**src/rtl/dram_cmd_sched_pkg.sv**
```systemverilog
// Shared constants and FSM state type for the DRAM command scheduler.
// The command encodings match the DDR controller's native command port.
package dram_pkg;
  localparam int N_INIT = 4;
  localparam int LG_XID = 2;
  localparam logic [2:0] DDR_CMD_RD = 3'b001;
  localparam logic [2:0] DDR_CMD_WR = 3'b000;

  typedef enum logic [1:0] {
    IDLE  = 2'd0,
    CMD   = 2'd1,
    WDATA = 2'd2
  } state_e;
endpackage

```
**src/rtl/dram_cmd_sched_if.sv**
```systemverilog
// Initiator request bus, DDR command/write-data port and read-tag FIFO push.
// slave = scheduler view, master = initiators/controller/FIFO view.
interface dram_cmd_sched_if #(
  parameter int N_INIT = dram_pkg::N_INIT,
  parameter int LG_XID = dram_pkg::LG_XID,
  parameter int TAG_W  = $clog2(N_INIT) + LG_XID
) ();
  logic [N_INIT-1:0]        req_valid;
  logic [N_INIT-1:0]        req_we;
  logic [N_INIT*23-1:0]     req_addr;
  logic [N_INIT*LG_XID-1:0] req_xid;
  logic [N_INIT*128-1:0]    req_wdata;
  logic [N_INIT*16-1:0]     req_wmask;
  logic [N_INIT-1:0]        req_ready;
  logic                     ddr_calib_done;
  logic [2:0]               ddr_cmd;
  logic                     ddr_cmd_en;
  logic [27:0]              ddr_addr;
  logic                     ddr_cmd_ready;
  logic [127:0]             ddr_wr_data;
  logic [15:0]              ddr_wr_data_mask;
  logic                     ddr_wr_data_en;
  logic                     ddr_wr_data_rdy;
  logic                     tag_push;
  logic [TAG_W-1:0]         tag_data;
  logic                     tag_full;

  modport slave (
    input  req_valid, req_we, req_addr, req_xid, req_wdata, req_wmask,
    input  ddr_calib_done, ddr_cmd_ready, ddr_wr_data_rdy, tag_full,
    output req_ready, ddr_cmd, ddr_cmd_en, ddr_addr,
    output ddr_wr_data, ddr_wr_data_mask, ddr_wr_data_en, tag_push, tag_data
  );

  modport master (
    output req_valid, req_we, req_addr, req_xid, req_wdata, req_wmask,
    output ddr_calib_done, ddr_cmd_ready, ddr_wr_data_rdy, tag_full,
    input  req_ready, ddr_cmd, ddr_cmd_en, ddr_addr,
    input  ddr_wr_data, ddr_wr_data_mask, ddr_wr_data_en, tag_push, tag_data
  );
endinterface

```
**src/rtl/dram_cmd_sched_rr_pick.sv**
```systemverilog
// Combinational round-robin picker: first eligible index after last_i, wrapping.
// last_i itself has the lowest priority.
module rr_pick #(
  parameter int N     = dram_pkg::N_INIT,
  parameter int IDX_W = $clog2(N)
) (
  input  logic [N-1:0]     elig_i,
  input  logic [IDX_W-1:0] last_i,
  output logic [N-1:0]     onehot_o,
  output logic [IDX_W-1:0] idx_o,
  output logic             any_o
);
  logic [IDX_W-1:0] cand;

  // Walk from lowest to highest priority so the nearest eligible index wins.
  always_comb begin
    idx_o = '0;
    any_o = 1'b0;
    cand  = '0;
    for (int i = N; i >= 1; i--) begin
      cand = IDX_W'((int'(last_i) + i) % N);
      if (elig_i[cand]) begin
        idx_o = cand;
        any_o = 1'b1;
      end
    end
    onehot_o        = '0;
    onehot_o[idx_o] = any_o;
  end
endmodule

```
**src/rtl/dram_cmd_sched.sv**
```systemverilog
// Arbitrates N_INIT initiators onto a single DDR command port, one request in flight.
// Reads push {initiator, xid} into the external return-tag FIFO on command accept.
module dram_cmd_sched #(
  parameter int N_INIT = dram_pkg::N_INIT,
  parameter int LG_XID = dram_pkg::LG_XID
) (
  input logic             clk,
  input logic             rst,
  dram_cmd_sched_if.slave bus
);
  import dram_pkg::*;

  localparam int IDX_W = $clog2(N_INIT);

  state_e             state_q, state_d;
  logic [IDX_W-1:0]   last_q, idx_q, win_idx;
  logic [N_INIT-1:0]  elig, win_oh;
  logic               win_any, grant;
  logic               we_q;
  logic [22:0]        addr_q;
  logic [LG_XID-1:0]  xid_q;
  logic [127:0]       wdata_q;
  logic [15:0]        wmask_q;

  // Reads need a tag FIFO slot; tag_full is only consulted here, at grant.
  assign elig  = bus.req_valid & (bus.req_we | {N_INIT{~bus.tag_full}});
  assign grant = (state_q == IDLE) && bus.ddr_calib_done && win_any && !rst;

  rr_pick #(.N(N_INIT), .IDX_W(IDX_W)) u_rr_pick (
    .elig_i   (elig),
    .last_i   (last_q),
    .onehot_o (win_oh),
    .idx_o    (win_idx),
    .any_o    (win_any)
  );

  always_ff @(posedge clk) begin
    if (rst) state_q <= IDLE;
    else     state_q <= state_d;
  end

  always_comb begin
    state_d = state_q;
    case (state_q)
      IDLE:    if (grant) state_d = CMD;
      CMD:     if (bus.ddr_cmd_ready) state_d = we_q ? WDATA : IDLE;
      WDATA:   if (bus.ddr_wr_data_rdy) state_d = IDLE;
      default: state_d = IDLE;
    endcase
  end

  always_ff @(posedge clk) begin
    if (rst) begin
      last_q  <= IDX_W'(N_INIT - 1);
      idx_q   <= '0;
      we_q    <= 1'b0;
      addr_q  <= '0;
      xid_q   <= '0;
      wdata_q <= '0;
      wmask_q <= '0;
    end else if (grant) begin
      last_q  <= win_idx;
      idx_q   <= win_idx;
      we_q    <= bus.req_we[win_idx];
      addr_q  <= bus.req_addr[int'(win_idx)*23 +: 23];
      xid_q   <= bus.req_xid[int'(win_idx)*LG_XID +: LG_XID];
      wdata_q <= bus.req_wdata[int'(win_idx)*128 +: 128];
      wmask_q <= bus.req_wmask[int'(win_idx)*16 +: 16];
    end
  end

  // Outputs are forced low while rst is high so an abandoned command never leaks out.
  always_comb begin
    bus.req_ready        = '0;
    bus.ddr_cmd          = '0;
    bus.ddr_cmd_en       = 1'b0;
    bus.ddr_addr         = '0;
    bus.ddr_wr_data      = '0;
    bus.ddr_wr_data_mask = '0;
    bus.ddr_wr_data_en   = 1'b0;
    bus.tag_push         = 1'b0;
    bus.tag_data         = '0;
    if (!rst) begin
      case (state_q)
        IDLE: bus.req_ready = grant ? win_oh : '0;
        CMD: begin
          bus.ddr_cmd_en = 1'b1;
          bus.ddr_cmd    = we_q ? DDR_CMD_WR : DDR_CMD_RD;
          bus.ddr_addr   = {1'b0, addr_q, 4'b0};
          if (bus.ddr_cmd_ready && !we_q) begin
            bus.tag_push = 1'b1;
            bus.tag_data = {idx_q, xid_q};
          end
        end
        WDATA: begin
          bus.ddr_wr_data_en   = 1'b1;
          bus.ddr_wr_data      = wdata_q;
          bus.ddr_wr_data_mask = wmask_q;
        end
        default: ;
      endcase
    end
  end
endmodule

```
**src/flat_wrapper.sv**
```systemverilog
// flat-port wrapper written by rule: the top's interface ports become plain ports
module dram_cmd_sched_flat import dram_pkg::*;
#(
  parameter int N_INIT = dram_pkg::N_INIT,
  parameter int LG_XID = dram_pkg::LG_XID
)
  (clk, rst, bus_req_valid, bus_req_we, bus_req_addr, bus_req_xid, bus_req_wdata, bus_req_wmask, bus_ddr_calib_done, bus_ddr_cmd_ready, bus_ddr_wr_data_rdy, bus_tag_full, bus_req_ready, bus_ddr_cmd, bus_ddr_cmd_en, bus_ddr_addr, bus_ddr_wr_data, bus_ddr_wr_data_mask, bus_ddr_wr_data_en, bus_tag_push, bus_tag_data);
  dram_cmd_sched_if #(.N_INIT(N_INIT), .LG_XID(LG_XID)) bus_i ();
  input logic clk;
  input logic rst;
  input wire logic [$bits(bus_i.req_valid)-1:0] bus_req_valid;
  input wire logic [$bits(bus_i.req_we)-1:0] bus_req_we;
  input wire logic [$bits(bus_i.req_addr)-1:0] bus_req_addr;
  input wire logic [$bits(bus_i.req_xid)-1:0] bus_req_xid;
  input wire logic [$bits(bus_i.req_wdata)-1:0] bus_req_wdata;
  input wire logic [$bits(bus_i.req_wmask)-1:0] bus_req_wmask;
  input wire logic [$bits(bus_i.ddr_calib_done)-1:0] bus_ddr_calib_done;
  input wire logic [$bits(bus_i.ddr_cmd_ready)-1:0] bus_ddr_cmd_ready;
  input wire logic [$bits(bus_i.ddr_wr_data_rdy)-1:0] bus_ddr_wr_data_rdy;
  input wire logic [$bits(bus_i.tag_full)-1:0] bus_tag_full;
  output wire logic [$bits(bus_i.req_ready)-1:0] bus_req_ready;
  output wire logic [$bits(bus_i.ddr_cmd)-1:0] bus_ddr_cmd;
  output wire logic [$bits(bus_i.ddr_cmd_en)-1:0] bus_ddr_cmd_en;
  output wire logic [$bits(bus_i.ddr_addr)-1:0] bus_ddr_addr;
  output wire logic [$bits(bus_i.ddr_wr_data)-1:0] bus_ddr_wr_data;
  output wire logic [$bits(bus_i.ddr_wr_data_mask)-1:0] bus_ddr_wr_data_mask;
  output wire logic [$bits(bus_i.ddr_wr_data_en)-1:0] bus_ddr_wr_data_en;
  output wire logic [$bits(bus_i.tag_push)-1:0] bus_tag_push;
  output wire logic [$bits(bus_i.tag_data)-1:0] bus_tag_data;
  assign bus_i.req_valid = bus_req_valid;
  assign bus_i.req_we = bus_req_we;
  assign bus_i.req_addr = bus_req_addr;
  assign bus_i.req_xid = bus_req_xid;
  assign bus_i.req_wdata = bus_req_wdata;
  assign bus_i.req_wmask = bus_req_wmask;
  assign bus_i.ddr_calib_done = bus_ddr_calib_done;
  assign bus_i.ddr_cmd_ready = bus_ddr_cmd_ready;
  assign bus_i.ddr_wr_data_rdy = bus_ddr_wr_data_rdy;
  assign bus_i.tag_full = bus_tag_full;
  assign bus_req_ready = bus_i.req_ready;
  assign bus_ddr_cmd = bus_i.ddr_cmd;
  assign bus_ddr_cmd_en = bus_i.ddr_cmd_en;
  assign bus_ddr_addr = bus_i.ddr_addr;
  assign bus_ddr_wr_data = bus_i.ddr_wr_data;
  assign bus_ddr_wr_data_mask = bus_i.ddr_wr_data_mask;
  assign bus_ddr_wr_data_en = bus_i.ddr_wr_data_en;
  assign bus_tag_push = bus_i.tag_push;
  assign bus_tag_data = bus_i.tag_data;
  dram_cmd_sched #(.N_INIT(N_INIT), .LG_XID(LG_XID)) u_core (.clk(clk), .rst(rst), .bus(bus_i));
endmodule
```
**config.mk**
```make
export PLATFORM = sky130hd
export DESIGN_NAME = dram_cmd_sched_flat
export DESIGN_NICKNAME = d
export VERILOG_FILES = /design/src/rtl/dram_cmd_sched_pkg.sv /design/src/rtl/dram_cmd_sched_if.sv /design/src/rtl/dram_cmd_sched_rr_pick.sv /design/src/rtl/dram_cmd_sched.sv /design/src/flat_wrapper.sv
export SDC_FILE = /design/constraint.sdc
export NUM_CORES = 1
export LEC_CHECK = 0
export BUFFER_PORTS_ARGS = -buffer_cell sky130_fd_sc_hd__buf_2
export CAP_MARGIN = 15
export CORE_AREA = 5 5 340 342
export CTS_CLUSTER_SIZE = 20
export DETAILED_ROUTE_END_ITERATION = 12
export DIE_AREA = 0 0 345 347
export PLACE_DENSITY = 0.41
export SYNTH_ARGS = -nofsm -noshare
export SYNTH_HDL_FRONTEND = slang
export SYNTH_SLANG_ARGS = --single-unit
```
**constraint.sdc**
```tcl
create_clock -name clk -period 4 [get_ports clk]
set_input_delay 0.4 -clock clk [delete_from_list [all_inputs] [get_ports clk]]
set_output_delay 0.4 -clock clk [all_outputs]
set_load 0.1 [all_outputs]
```
==> results.cfg, run 1 <==
[run_status]
status = complete, no violations

[cells_and_area]
fill_cells = 13000
utilization = 0.167
final_common_cell = buf_2
drive_above_1_share = 0.435
layout_common_cells = buf_2 (858), a211oi_1 (340), and3_1 (197)
final_nets = 2909
post-route-cell-area_um2 = 18700
syn2layout_area_growth_pct = 55.1

[power]
ir_drop_mv = 0.297
switching_share = 0.392
internal_power_mw = 3.83
finalPower_mw = 6.29
clkPwrFrac = 0.289
leakagePower_nw = 9.06
pwr-share-comb = 0.367
p_per_area_nw_per_um2 = 336
power.switching_mw = 2.46
p_seq_frac = 0.344

[place]
gp_congestion = 0.859
hpwl_mm = 73.0
io_buffers = 868
postPlaceCellArea_um2 = 18100

[flow_run]
max_cap_viol_count = 0

[worst_setup_path]
crit_cells = 5
slowest_stage = nand2b_4
end_kind = primary output
max_stage_delay_ns = 0.48
crit_family = simple AND/OR/NAND/NOR gates
critical_path_arrival_ns = 2.79
worstPathMaxFanout = 39
crit_type = register to primary output
required_ns = 3.60
cp_cell_sequence = nor4b_1 -> a21boi_4 -> nand2b_4 -> nor2_1 -> buf_12
path_buf_inv = 1
start_kind = register
r2r_cells = 6

[logic_synthesis]
synthesis.area_um2 = 12100
ys_types = 38
seq_area_frac_synth = 0.292
postSynthAreaPerCell_um2 = 8.36
synth_area_leaders = dfxtp_1 (29%), a211oi_1 (21%), mux2i_1 (13%)
synth_warnings = 0
yosys.area.top_type_share = 0.292
synth_top_area_cell = dfxtp_1
ys_ff_latch = 176
synth_cells = 1445

[drt]
drt_iter0_drc = 708
vias_per_cell = 4.00
drc = 0
totalWireLength_mm = 90.0
drtPass1Iterations = 5
final_antenna_net_count = 0
routedWlPerCell_um = 24.0
num_vias = 15000

[global_route]
grt_max_degree = 88
first_global_vias = 15100
grtUsageTotal = 0.142
grt_pass1_wl_mm = 122
antenna_found_initial = 68
grt-ovfl-total = 0

[floorplanning]
dieArea_um2 = 120000
boundaryPins = 876
fp.coreArea_um2 = 112000
die_h_um = 347
num_rows = 123
initial_core_util = 0.108
fp.dieW_um = 345

[cts]
cts_buffers = 17
cts_root_buffer = clkbuf_16
hold_buffers = 0
htreeDepth = 4
clk_latency_ns = 0.50
cts_tree = yes
post-cts-setup-buffer-count = 0
cts-resized-gates = 0
clock_sinks = 176
cts.clk_slew.worst_paths_ns = 0.08
clockBufferDepth = 2

[timing]
fin_skew_ns = 0.00956
max_freq_ghz = 0.313
tightest_slew_ns = 0.981
period_needed_ns = 3.19
fin_setup_tns_ns = 0
final_max_slew_viol_count = 0
finalSetupViolations = 0
period_share = 0.798
hold_violations = 0
rsz0062_at_grt = false
slew_headroom = 0.344

[worst_hold_path]
hp-class = primary input to register
holdPathStages = 3
-- power groups by stage --
stage               clock network [mW]  logic, mW  registers, mW
global placement                     0       2.32           2.20
detailed placement                   0       2.32           2.21
global route                      1.96       2.48           2.19
CTS                               1.93       2.33           2.17
floorplan                            0       1.47           2.13
finish                            1.82       2.31           2.17
-- worst reg2reg max path, cell delays in order (launching register included) --
cell	delay, ns
dfxtp_1	0.37
nor4b_1	0.47
a21boi_4	0.32
buf_4	0.51
buf_4	0.67
a21oi_1	0.19
a211oi_1	0.20
-- path summary, 6_finish.rpt --
kind / startpoint / end / slack, ns
max: u_core.state_q[1] / bus_req_ready[0] / 0.81
min: bus_req_wdata[133] / u_core.wdata_q[5] / 0.14
max reg2reg: u_core.state_q[1] / u_core.wdata_q[77] / 1.18
min reg2reg: u_core.idx_q[1] / u_core.idx_q[1] / 0.49
-- cells in the mapped netlist --
cell / n
o21ai_0: 2
a22oi_1: 1
o31a_1: 1
a211oi_1: 340
a21boi_2: 1
nor4b_1: 1
o211ai_1: 2
conb_1: 1
inv_1: 5
buf_4: 14
and4_1: 1
buf_1: 3
a21oi_1: 184
nand2b_1: 4
buf_2: 16
a22o_1: 1
inv_2: 1
a221oi_1: 1
a22oi_2: 1
dfxtp_1: 176
nor2_1: 11
and2_4: 1
nor3b_2: 1
nand3_1: 1
buf_6: 2
buf_8: 5
buf_12: 11
o2bb2ai_1: 1
clkbuf_1: 130
nand2_1: 16
nand2b_2: 1
a31oi_1: 2
nor3_1: 1
and3_1: 197
and2_1: 146
mux2i_1: 160
nor2b_1: 2
o21a_1: 1
-- flip-flops by register name, indices dropped and copies added (netlist names) --
signal / count
u_core.idx_q: 2
u_core.wmask_q: 16
u_core.wdata_q: 128
u_core.state_q: 2
u_core.last_q: 2
u_core.addr_q: 23
u_core.xid_q: 2
u_core.we_q: 1
-- layer usage --
| layer | vias to the layer above | GRT usage | routed length [um] |
|---|---|---|---|
| li1 | 7023 | - | - |
| met1 | 7149 | 0.175 | 37800 |
| met2 | 674 | 0.242 | 43300 |
| met3 | 135 | 0.0444 | 6710 |
| met4 | 12 | 0.0361 | 2080 |
| met5 | - | 0 | 81 |
-- cell type report --
| type | count | area, um2 | share of cell area |
|---|---|---|---|
| Clock buffer | 22 | 464 | 0.0248 |
| Clock inverter | 10 | 104 | 0.00554 |
| Inverter | 6 | 27.5 | 0.00147 |
| Antenna cell | 12 | 30.0 | 0.00160 |
| Tap cell | 1500 | 1880 | 0.100 |
| Timing Repair Buffer | 930 | 5110 | 0.273 |
| Sequential cell | 176 | 3520 | 0.188 |
| Multi-Input combinational cell | 1088 | 7600 | 0.406 |
-- cell families after synthesis --
logic type / Yosys count / synth area share
AOI/OAI and AO/OA: 538 / 0.297
and+or+nand+nor: 383 / 0.194
buffers and inverters: 187 / 0.0848
DFF: 176 / 0.292
muxes: 160 / 0.133
other: 1 / 0.000310
-- stage by stage --
step           hold slack (ns)  instances  worst slack [ns]
4_1_cts                 0.0673       3732             0.685
5_1_grt                 0.0973       3737             0.588
2_1_floorplan            0.448       1451             0.382
6_report                 0.143       3744             0.806
3_5_place_dp             0.474       3700             0.999
3_3_place_gp             0.467       3700              1.01
Note: power is estimated with default switching activity, not from simulation.
==> run 2, diff against run 1 <==
--- a/config.mk
+++ b/config.mk
@@ -7,10 +7,10 @@
 export LEC_CHECK = 0
 export BUFFER_PORTS_ARGS = -buffer_cell sky130_fd_sc_hd__buf_2
 export CAP_MARGIN = 15
-export CORE_AREA = 5 5 340 342
+export CORE_AREA = 5 5 341 343
 export CTS_CLUSTER_SIZE = 20
 export DETAILED_ROUTE_END_ITERATION = 12
-export DIE_AREA = 0 0 345 347
+export DIE_AREA = 0 0 346 348
 export PLACE_DENSITY = 0.41
 export SYNTH_ARGS = -nofsm -noshare
 export SYNTH_HDL_FRONTEND = slang
==> constraint.sdc (replaced) <==
create_clock -name clk -period 3.3 [get_ports clk]
set_input_delay 0.33 -clock clk [delete_from_list [all_inputs] [get_ports clk]]
set_output_delay 0.33 -clock clk [all_outputs]
set_load 0.1 [all_outputs]
==> run 2 against run 1 <==
Clock power is 37% higher. Critical path depth is 1 higher. Sequential power is 21% higher. Clock skew is 0.00083 ns lower. Highest routed layer unchanged. Cell count is 0.69% higher. Power is 26% higher.
==> results.cfg, run 2 (synthesized netlist as in run 1, its figures left out) <==
[floorplanning]
fp.dieW_um = 346
boundaryPins = 876
die_h_um = 348
dieArea_um2 = 120000
fp.coreArea_um2 = 113000
initial_core_util = 0.107
num_rows = 124

[drt]
routedWlPerCell_um = 23.8
drt_iter0_drc = 739
vias_per_cell = 3.99
num_vias = 15000
drc = 0
drtPass1Iterations = 7
totalWireLength_mm = 89.6
final_antenna_net_count = 0

[cts]
cts-resized-gates = 0
cts_tree = yes
htreeDepth = 4
clock_sinks = 176
post-cts-setup-buffer-count = 0
cts_buffers = 17
clk_latency_ns = 0.51
cts.clk_slew.worst_paths_ns = 0.08
clockBufferDepth = 2
hold_buffers = 3
cts_root_buffer = clkbuf_16

[timing]
period_share = 0.923
max_freq_ghz = 0.328
slew_headroom = 0.484
rsz0062_at_grt = false
tightest_slew_ns = 0.773
final_max_slew_viol_count = 0
finalSetupViolations = 0
fin_setup_tns_ns = 0
hold_violations = 0
fin_skew_ns = 0.00873
period_needed_ns = 3.05
fin_ws_ns = 0.253

[place]
hpwl_mm = 71.3
gp_congestion = 0.861
io_buffers = 868
dp_slack_ns = 0.572
dp.cells = 3724

[global_route]
grtUsageTotal = 0.142
antenna_found_initial = 51
grt_pass1_wl_mm = 122
grt_max_degree = 110
first_global_vias = 15400
grt-ovfl-total = 0

[worst_setup_path]
crit_type = register to primary output
required_ns = 2.97
end_kind = primary output
max_stage_delay_ns = 0.48
cp_cell_sequence = nor4b_1 -> a21boi_4 -> nand2b_4 -> buf_12 -> nor2_1 -> buf_12
critical_path_arrival_ns = 2.72
start_kind = register
worstPathMaxFanout = 29
crit_top_cell = buf_12
slowest_stage = nor4b_1

[cells_and_area]
fill_cells = 13100
stdcell_count = 3770
largest_register_ffs = 128
layout_common_cells = buf_2 (857), a211oi_1 (340), and3_1 (197)
syn2layout_area_growth_pct = 57.8
final_nets = 2924
regMostFlops = u_core.wdata_q
drive_above_1_share = 0.439
final_common_cell = buf_2
top_regs = u_core.wdata_q (128), u_core.addr_q (23), u_core.wmask_q (16)

[power]
p_per_area_nw_per_um2 = 417
pwr-share-comb = 0.358
clkPwrFrac = 0.313
ir_drop_mv = 0.376
leakagePower_nw = 9.21
p_seq_frac = 0.329
switching_share = 0.383
internal_power_mw = 4.91
power.switching_mw = 3.04

[flow_run]
max_cap_viol_count = 0

[run_status]
status = complete, no violations

[worst_hold_path]
hp-class = primary input to register
[run 2: worst max-delay path, delay by kind of cell (launching register included)]
family	cells	cell delay, ns
AND/OR/NAND/NOR	3	0.93
flip-flops	1	0.35
buffers and inverters	2	0.44
AO/OA/AOI/OAI	1	0.42
[run 2: final timing paths]
path                                      endpoint              start  slack (ns)  cells past startpoint
worst max-delay path              bus_req_ready[1]  u_core.state_q[1]        0.25                      6
worst min-delay path                   u_core.we_q      bus_req_we[1]        0.07                      3
worst max register to register  u_core.wdata_q[72]  u_core.state_q[1]        0.72                      7
worst min register to register     u_core.idx_q[1]    u_core.idx_q[1]        0.48                      2
[run 2: metrics by stage]
step | hold slack [ns] | power (mW) | utilization | cell area, um2
2_1_floorplan | 0.443 | 4.36 | - | 12100
3_3_place_gp | 0.470 | 5.53 | 0.162 | 18400
3_5_place_dp | 0.468 | 5.53 | 0.162 | 18400
4_1_cts | 0.00504 | 8.11 | 0.168 | 19000
5_1_grt | 0.0415 | 8.41 | 0.168 | 19000
6_report | 0.0740 | 7.95 | 0.168 | 19100
[run 2: layout make-up]
type,count,area [um2],share of cell area
clock inverters,13,198,0.0104
multi-input cells,1088,7600,0.399
flip-flops and latches,176,3520,0.185
clock buffers,19,453,0.0238
well taps,1512,1890,0.0993
repair buffers,945,5330,0.280
diodes,11,27.5,0.00144
inverters,6,27.5,0.00144
[run 2: power groups by stage]
stage	Clock [mW]	Sequential [mW]	Combinational (mW)
final	2.49	2.62	2.85
after floorplan	0	2.58	1.78
after detailed placement	0	2.66	2.87
after global routing	2.69	2.65	3.07
after CTS	2.62	2.62	2.88
after global placement	0	2.66	2.87
[run 2: routing by layer]
| metal | track usage | wire [um] | vias to the layer above |
|---|---|---|---|
| li1 | - | - | 7059 |
| met1 | 0.171 | 37100 | 7172 |
| met2 | 0.240 | 43100 | 679 |
| met3 | 0.0468 | 6990 | 117 |
| met4 | 0.0402 | 2260 | 10 |
| met5 | 0 | 69 | - |
==> run 3, diff against run 2 <==
--- a/config.mk
+++ b/config.mk
@@ -11,7 +11,8 @@
 export CTS_CLUSTER_SIZE = 20
 export DETAILED_ROUTE_END_ITERATION = 12
 export DIE_AREA = 0 0 346 348
-export PLACE_DENSITY = 0.41
+export PLACE_DENSITY_LB_ADDON = 0.2
+export REMOVE_ABC_BUFFERS = 1
 export SYNTH_ARGS = -nofsm -noshare
 export SYNTH_HDL_FRONTEND = slang
 export SYNTH_SLANG_ARGS = --single-unit
==> run 3 against run 2 <==
Cell count is essentially flat. Critical path depth increased by 1. Maximum frequency decreased by 0.56%.
==> results.cfg, run 3 (synthesized netlist as in run 1, its figures left out) <==
[cts]
clock_sinks = 176
clockBufferDepth = 2
htreeDepth = 4
cts_tree = yes
hold_buffers = 0
cts_root_buffer = clkbuf_16
cts.clk_slew.worst_paths_ns = 0.08
clk_latency_ns = 0.49
cts_buffers = 17
cts-resized-gates = 0
post-cts-setup-buffer-count = 0

[timing]
hold_violations = 0
period_share = 0.928
final_max_slew_viol_count = 0
period_needed_ns = 3.06
fin_skew_ns = 0.0144
rsz0062_at_grt = false
tightest_slew_ns = 0.629
finalSetupViolations = 0
hold_ws_ns = 0.0805
fin_setup_tns_ns = 0
max_freq_ghz = 0.326
slew_headroom = 0.581

[floorplanning]
dieArea_um2 = 120000
die_h_um = 348
fp.dieW_um = 346
boundaryPins = 876
num_rows = 124
fp.coreArea_um2 = 113000
initial_core_util = 0.107

[power]
ir_drop_mv = 0.445
pwr-share-comb = 0.369
p_per_area_nw_per_um2 = 394
clkPwrFrac = 0.293
internal_power_mw = 4.77
p_seq_frac = 0.338
power.switching_mw = 2.90
switching_share = 0.378
leakagePower_nw = 9.28

[worst_setup_path]
slowest_stage = dfxtp_1
critical_path_arrival_ns = 2.73
cp_cell_sequence = nor4b_1 -> buf_4 -> a21boi_4 -> nand2b_4 -> buf_12 -> nor2_1 -> buf_12
r2r_cells = 8
required_ns = 2.97
worstPathMaxFanout = 64
start_kind = register
crit_type = register to primary output
crit_top_cell = buf_12
max_stage_delay_ns = 0.45
end_kind = primary output

[drt]
drtPass1Iterations = 4
drc = 0
totalWireLength_mm = 78.4
vias_per_cell = 3.89
drt_iter0_drc = 625
num_vias = 14600
final_antenna_net_count = 0
routedWlPerCell_um = 20.8

[worst_hold_path]
hp-class = primary input to register
holdPathStages = 3

[cells_and_area]
syn2layout_area_growth_pct = 61.1
top_regs = u_core.wdata_q (128), u_core.addr_q (23), u_core.wmask_q (16)
regMostFlops = u_core.wdata_q
utilization = 0.172
drive_above_1_share = 0.440
final_nets = 2928
fill_cells = 13100
final_common_cell = buf_2
layout_common_cells = buf_2 (829), a211oi_1 (340), and3_1 (197)
largest_register_ffs = 128

[global_route]
antenna_found_initial = 11
grt-ovfl-total = 0
grt_pass1_wl_mm = 110
first_global_vias = 15500
grtUsageTotal = 0.123
grt_max_degree = 93

[place]
hpwl_mm = 60.3
gp_congestion = 0.831
io_buffers = 868

[flow_run]
max_cap_viol_count = 0

[run_status]
status = complete, no violations
## run 3: cell types whose count changed in the layout (fill, tap and decap cells not counted), sizes merged
cell,previous run,this run
buf,942,949
diode,11,6
clkinv,5,3
dlygate4sd3,3,0
inv,10,9
bufinv,4,2
clkinvlp,0,4
## run 3: worst paths after layout
| check | startpoint | end | slack, ns |
|---|---|---|---|
| setup / recovery | u_core.state_q[0] | bus_req_ready[1] | 0.24 |
| hold / removal | bus_req_wdata[133] | u_core.wdata_q[5] | 0.08 |
| setup reg to reg | u_core.state_q[0] | u_core.wdata_q[66] | 0.57 |
| hold reg to reg | u_core.idx_q[1] | u_core.idx_q[1] | 0.50 |
## run 3: power by group through the flow
stage | logic [mW] | clock network (mW) | registers (mW)
5_1_grt | 3.08 | 2.46 | 2.63
6_report | 2.83 | 2.24 | 2.59
4_1_cts | 2.89 | 2.41 | 2.60
2_1_floorplan | 1.60 | 0 | 2.59
3_5_place_dp | 2.88 | 0 | 2.64
3_3_place_gp | 2.90 | 0 | 2.64
## run 3: per-layer routing
metal	GRT usage	vias to the layer above	routed length (um)
met4	0.0335	2	1510
li1	-	7055	-
met5	0	-	13
met2	0.221	545	40100
met3	0.0393	67	5300
met1	0.142	6976	31500
## run 3: final cells by class
| type | instances | area [um2] | share of cell area |
|---|---|---|---|
| diodes | 6 | 15.0 | 0.000771 |
| clock inverters | 12 | 135 | 0.00694 |
| repair buffers | 949 | 5830 | 0.299 |
| inverters | 6 | 27.5 | 0.00141 |
| well taps | 1512 | 1890 | 0.0972 |
| multi-input cells | 1088 | 7600 | 0.391 |
| clock buffers | 19 | 443 | 0.0228 |
| flip-flops and latches | 176 | 3520 | 0.181 |
## run 3: metrics by stage
| stage | instance area, um2 | setup slack (ns) | power [mW] | std cells |
|---|---|---|---|---|
| 2_1_floorplan | 11100 | -7.97 | 4.19 | 1270 |
| 3_3_place_gp | 18900 | 0.493 | 5.53 | 3731 |
| 3_5_place_dp | 18900 | 0.459 | 5.52 | 3731 |
| 4_1_cts | 19500 | 0.125 | 7.89 | 3762 |
| 5_1_grt | 19500 | 0.0501 | 8.17 | 3765 |
| 6_report | 19500 | 0.236 | 7.67 | 3768 |
## run 3: worst max-delay path: cells and delay by family (launching register included)
kind / cells / cell delay, ns
DFF: 1 / 0.45
and+or+nand+nor: 3 / 0.77
AOI/OAI and AO/OA: 1 / 0.32
buffers and inverters: 3 / 0.59
